[config.mk]
export PLATFORM = sky130hd
export DESIGN_NAME = wb_arbiter
export DESIGN_NICKNAME = d
export VERILOG_FILES = /design/src/rtl/wb_arbiter.sv
export SDC_FILE = /design/constraint.sdc
export NUM_CORES = 1
export LEC_CHECK = 0
export ABC_AREA = 1
export BUFFER_PORTS_ARGS = -buffer_cell sky130_fd_sc_hd__buf_2
export CORE_AREA = 10 10 127 129
export CTS_CLUSTER_SIZE = 20
export DETAILED_ROUTE_END_ITERATION = 16
export DIE_AREA = 0 0 137 139
export PLACE_DENSITY_LB_ADDON = 0.3
export SLEW_MARGIN = 25
export SYNTH_ARGS = -nofsm -noshare
export SYNTH_HDL_FRONTEND = slang
export SYNTH_SLANG_ARGS = --single-unit
export TNS_END_PERCENT = 5
[constraint.sdc]
create_clock -name clk_in -period 6.82 [get_ports clk_in]
set_clock_uncertainty 0.15 [all_clocks]
set_input_delay 0.682 -clock clk_in [delete_from_list [all_inputs] [get_ports clk_in]]
set_output_delay 0.682 -clock clk_in [all_outputs]
set_load 0.05 [all_outputs]
[src/rtl/wb_arbiter.sv]
// Write-back arbiter for the single register-file write port, plus per-register
// pending-write counters that let the issue stage detect RAW hazards.
module wb_arbiter #(
    parameter int CNT_W = 2
) (
    input  logic        clk_in,
    input  logic        rst_in,
    input  logic        rdy_in,
    input  logic        ex_valid,
    input  logic [4:0]  ex_rd,
    input  logic [31:0] ex_data,
    output logic        ex_ready,
    input  logic        mem_valid,
    input  logic [4:0]  mem_rd,
    input  logic [31:0] mem_data,
    output logic        mem_ready,
    input  logic        issue_valid,
    input  logic [4:0]  issue_rd,
    output logic        issue_ready,
    input  logic [4:0]  rs1,
    input  logic [4:0]  rs2,
    output logic        busy_1,
    output logic        busy_2,
    output logic        write_flag,
    output logic [4:0]  reg_write,
    output logic [31:0] write_data
);

    localparam logic [CNT_W-1:0] CNT_MAX = '1;
    localparam logic [CNT_W-1:0] CNT_ONE = CNT_W'(1);

    // Handshake: a transfer happens on a cycle where valid && ready. Each ready
    // is a function of the valids, prio and rdy_in only, never of any ready.
    logic             prio;
    logic             wf_q;
    logic [CNT_W-1:0] cnt [32];
    logic             grant_ex;
    logic             grant_mem;
    logic             issue_fire;
    logic             retire;
    logic [31:0]      inc_vec;
    logic [31:0]      dec_vec;

    always_comb begin
        grant_ex  = rdy_in && ex_valid  && !(mem_valid && prio);
        grant_mem = rdy_in && mem_valid && !(ex_valid && !prio);
    end

    assign ex_ready  = grant_ex;
    assign mem_ready = grant_mem;

    // A registered write held across a stall is deferred, not lost, so its
    // retire still lands once rdy_in returns.
    assign write_flag = wf_q && rdy_in;
    assign retire     = write_flag && (reg_write != 5'd0);

    assign issue_ready = rdy_in && ((issue_rd == 5'd0) ||
                                    (cnt[issue_rd] != CNT_MAX) ||
                                    (write_flag && (reg_write == issue_rd)));
    assign issue_fire  = issue_valid && issue_ready && (issue_rd != 5'd0);

    // The register file bypasses write_data, so a last pending write that is
    // being written this cycle no longer counts as a hazard.
    always_comb begin
        busy_1 = (rs1 != 5'd0) && (cnt[rs1] != '0) &&
                 !(write_flag && (reg_write == rs1) && (cnt[rs1] == CNT_ONE));
        busy_2 = (rs2 != 5'd0) && (cnt[rs2] != '0) &&
                 !(write_flag && (reg_write == rs2) && (cnt[rs2] == CNT_ONE));
    end

    always_comb begin
        inc_vec = '0;
        dec_vec = '0;
        if (issue_fire) inc_vec[issue_rd]  = 1'b1;
        if (retire)     dec_vec[reg_write] = 1'b1;
    end

    always_ff @(posedge clk_in or posedge rst_in) begin
        if (rst_in) begin
            prio       <= 1'b0;
            wf_q       <= 1'b0;
            reg_write  <= 5'd0;
            write_data <= 32'd0;
        end else if (rdy_in) begin
            if (grant_ex) begin
                prio <= 1'b1;
                wf_q <= (ex_rd != 5'd0);
                if (ex_rd != 5'd0) begin
                    reg_write  <= ex_rd;
                    write_data <= ex_data;
                end
            end else if (grant_mem) begin
                prio <= 1'b0;
                wf_q <= (mem_rd != 5'd0);
                if (mem_rd != 5'd0) begin
                    reg_write  <= mem_rd;
                    write_data <= mem_data;
                end
            end else begin
                wf_q <= 1'b0;
            end
        end
    end

    // inc_vec[0]/dec_vec[0] are never set, so cnt[0] stays zero.
    always_ff @(posedge clk_in or posedge rst_in) begin
        if (rst_in) begin
            for (int r = 0; r < 32; r++) cnt[r] <= '0;
        end else if (rdy_in) begin
            for (int r = 0; r < 32; r++) begin
                if (inc_vec[r] && !dec_vec[r])
                    cnt[r] <= cnt[r] + CNT_ONE;
                else if (dec_vec[r] && !inc_vec[r] && (cnt[r] != '0))
                    cnt[r] <= cnt[r] - CNT_ONE;
            end
        end
    end

endmodule

==> impl_metrics.py <==
metrics = {
    "status": {
        "status": "finished, final reports clean",
    },
    "sta": {
        "setup_viol": 0,
        "rsz0062_at_grt": "no",
        "fin_crit_ps": 4213,
        "fin_tns_setup_ps": 0,
        "relSlewSlack_pct": 42.59,
        "tightest_slew_ps": 861.1,
        "final_max_slew_viol_count": 0,
        "final-hold-violation-count": 0,
        "fin_crit_sh_pct": 61.77,
        "fmaxAchievable_mhz": 237.4,
    },
    "logic_synthesis": {
        "synth_cell_types": 32,
        "synthArstFlopShare_pct": 100.0,
        "avgSynthCellArea_um2": 6.145,
        "syn-cell-area_um2": 8339,
        "synth-edff-count": 0,
        "yosysWarnings": 0,
        "synth_seq_cells": 103,
        "yosysSeqAreaShare_pct": 30.91,
        "synth_nets": 1452,
        "ys.flop_type": "dfrtp_1",
        "synthCells": 1357,
    },
    "power_and_ir_drop": {
        "p_int_mw": 1.378,
        "leakagePower_nw": 4.674,
        "report.power.total_mw": 2.624,
        "power_density_nw_per_um2": 283.6,
        "p_seq_share_pct": 39.2,
        "swShare_pct": 47.47,
        "peakVddDrop_uv": 175.7,
        "p_comb_share_pct": 41.4,
        "clkPwrFrac_pct": 19.4,
        "p_switching_mw": 1.246,
    },
    "worst_setup_path": {
        "path_buf_inv": 4,
        "cp_max_fo": 47,
        "reg2regPathDepth": 12,
        "worstPathArrival_ps": 3380,
        "crit_type": "primary input to output pin",
        "worstPathCellList": "buf_2 -> inv_1 -> o21ai_0 -> nand2_1 -> nand2_1 -> nand2_1 -> nand2_1 -> nor2_1 -> nand2_1 -> nand3_4 -> nand2_1 -> inv_1 -> buf_2",
        "crit_start": "issue_rd[0]",
        "r2r-end": "cnt[7]",
        "crit_required_ps": 5990,
        "slowest_delay_ps": 650,
        "slowest_stage": "buf_2",
        "r2r-start": "reg_write[2]",
        "cp_top_family": "buffers and inverters",
        "crit_path_start_kind": "primary input",
        "cp-end-kind": "output pin",
        "crit_top_cell": "nand2_1",
        "rrSetupSlack_ps": 3910,
    },
    "layout": {
        "multiInputGateArea_um2": 4855,
        "drive_above_1_share_pct": 11.63,
        "area_growth_pct": 10.95,
        "diodes": 0,
        "fillers": 1234,
        "final_util_pct": 67.71,
        "final_cell_mix": "nand2_1, nor2_1, inv_1, buf_2, nand3_1",
        "final_common_cell": "nand2_1",
        "layout.nets": 1543,
        "regArea_um2": 2577,
    },
    "detailed_routing": {
        "post_drt_wl_per_cell_um": 16.88,
        "wirelength_um": 27570,
        "routed_via_density": 5.739,
        "drt-pass1-iter-count": 6,
        "drc": 0,
        "ant_nets": 0,
        "drtIter0Drc": 1132,
        "num_vias": 9372,
    },
    "clock_network": {
        "cts_max_path_buffers": 2,
        "cts_resized": 0,
        "cts_made_buffers": 9,
        "cts.reportedPaths.clkPinSlew_ps": 80,
        "cts_hold_buf": 0,
        "cts_tree": "done",
        "worstSkewPairLatency_ps": 360,
        "cts-root-buf": "clkbuf_16",
        "htreeDepth": 3,
        "clock-sinks": 103,
        "cts_setup_buffers": 0,
    },
    "job": {
        "maxCapViolCount": 0,
    },
    "floorplanning": {
        "core_area_um2": 13670,
        "ios": 138,
        "rows": 43,
        "die_y_um": 139,
        "dieWidth_um": 137,
        "fp.dieArea_um2": 19040,
        "start_util_pct": 61.02,
    },
    "grt": {
        "antenna_found_initial": 0,
        "grt_usage_pct": 28.73,
        "grt_pass1_vias": 8770,
        "grt_max_degree": 75,
        "gr-total-overflow": 0,
        "grt_pass1_wl_um": 44440,
    },
    "placement": {
        "hpwl_um": 20350,
        "port_buffers": 137,
        "gp_congestion": 1.001,
    },
    "worst_hold_path": {
        "hp-class": "primary input to asynchronous set/reset pin",
    },
}
how the worst max path moves through the flow:
stage,end,slack (ps),cells past startpoint
floorplan,cnt[0],3280,1
global placement,issue_ready,2700,13
detailed placement,issue_ready,2690,13
CTS,issue_ready,2690,13
global route,issue_ready,2330,13
finish,issue_ready,2610,13
layer usage:
metal | wire length [um] | global-route usage [%] | vias up | share of wire (%)
li1 | - | - | 4600 | -
met3 | 3522 | 9.783 | 103 | 13
met5 | 0 | 0 | - | 0
met4 | 1375 | 14.98 | 0 | 5.0
met2 | 11880 | 43.44 | 533 | 43
met1 | 10790 | 35.21 | 4136 | 39
kinds of logic (layout without fill, tap and decap cells):
family | after synthesis | count (layout) | synth area share, %
xor+xnor | 28 | 28 | 2.941
buf+inv | 221 | 317 | 10.97
compound gates | 274 | 274 | 18.51
flops | 103 | 103 | 30.91
simple gates | 731 | 731 | 36.67
synthesized netlist by cell type, types with 2 or more instances:
library cell    n  area [um^2]
o21ai_1        23        115.1
o211ai_1        9        67.56
nand3_4         2        35.03
dfrtp_1       103         2577
nor2_1        171        641.9
nand2_1       391         1468
nand3_1       116        580.6
a211oi_1        2        15.01
a21oi_1        67        335.3
clkbuf_1       36        135.1
o21bai_1       23        172.7
nand3b_1        7        52.55
nand3_2         4        40.04
buf_1           5        18.77
inv_1         158        593.1
a221oi_1        3        26.28
o22ai_1         8        50.05
inv_2           4        15.01
a31oi_1        38        237.7
nor3_1         11        55.05
xor2_1         28        245.2
o21ai_0        96        480.5
nand4_1        26        162.7
buf_2           8        40.04
a22o_1          2        17.52
buf_6          10        112.6
stage by stage:
step / setup WS (ps) / cell area (um^2) / cells / hold WS, ps
finish: 2607 / 9253 / 1633 / 188.3
global placement: 2702 / 8964 / 1617 / 264.7
detailed placement: 2687 / 8969 / 1617 / 252.3
global route: 2327 / 9253 / 1633 / 241.7
floorplan: 3284 / 8339 / 1357 / 291.9
CTS: 2688 / 9253 / 1633 / 213.1
sequential cells by signal, indices dropped and copies added, names as in the netlist:
| name | count |
|---|---|
| wf_q | 1 |
| cnt | 64 |
| write_data | 32 |
| reg_write | 5 |
| prio | 1 |
power groups by stage:
stage                     clock, mW  sequential [mW]  combinational (mW)
final                         0.510             1.03                1.09
after detailed placement          0             1.03                1.07
after global placement            0             1.03                1.05
after CTS                     0.513             1.02                1.08
after global routing          0.539             1.05                1.21
after floorplan                   0             1.13               0.659
final cells by class:
cell class	instances	area share (%)
Clock buffer	10	2.475
Clock inverter	6	0.5950
Inverter	162	6.599
Multi-Input combinational cell	1033	52.47
Sequential cell	103	27.86
Tap cell	180	2.434
Timing Repair Buffer	139	7.573
No activity file was read; power rests on OpenSTA's default activity.
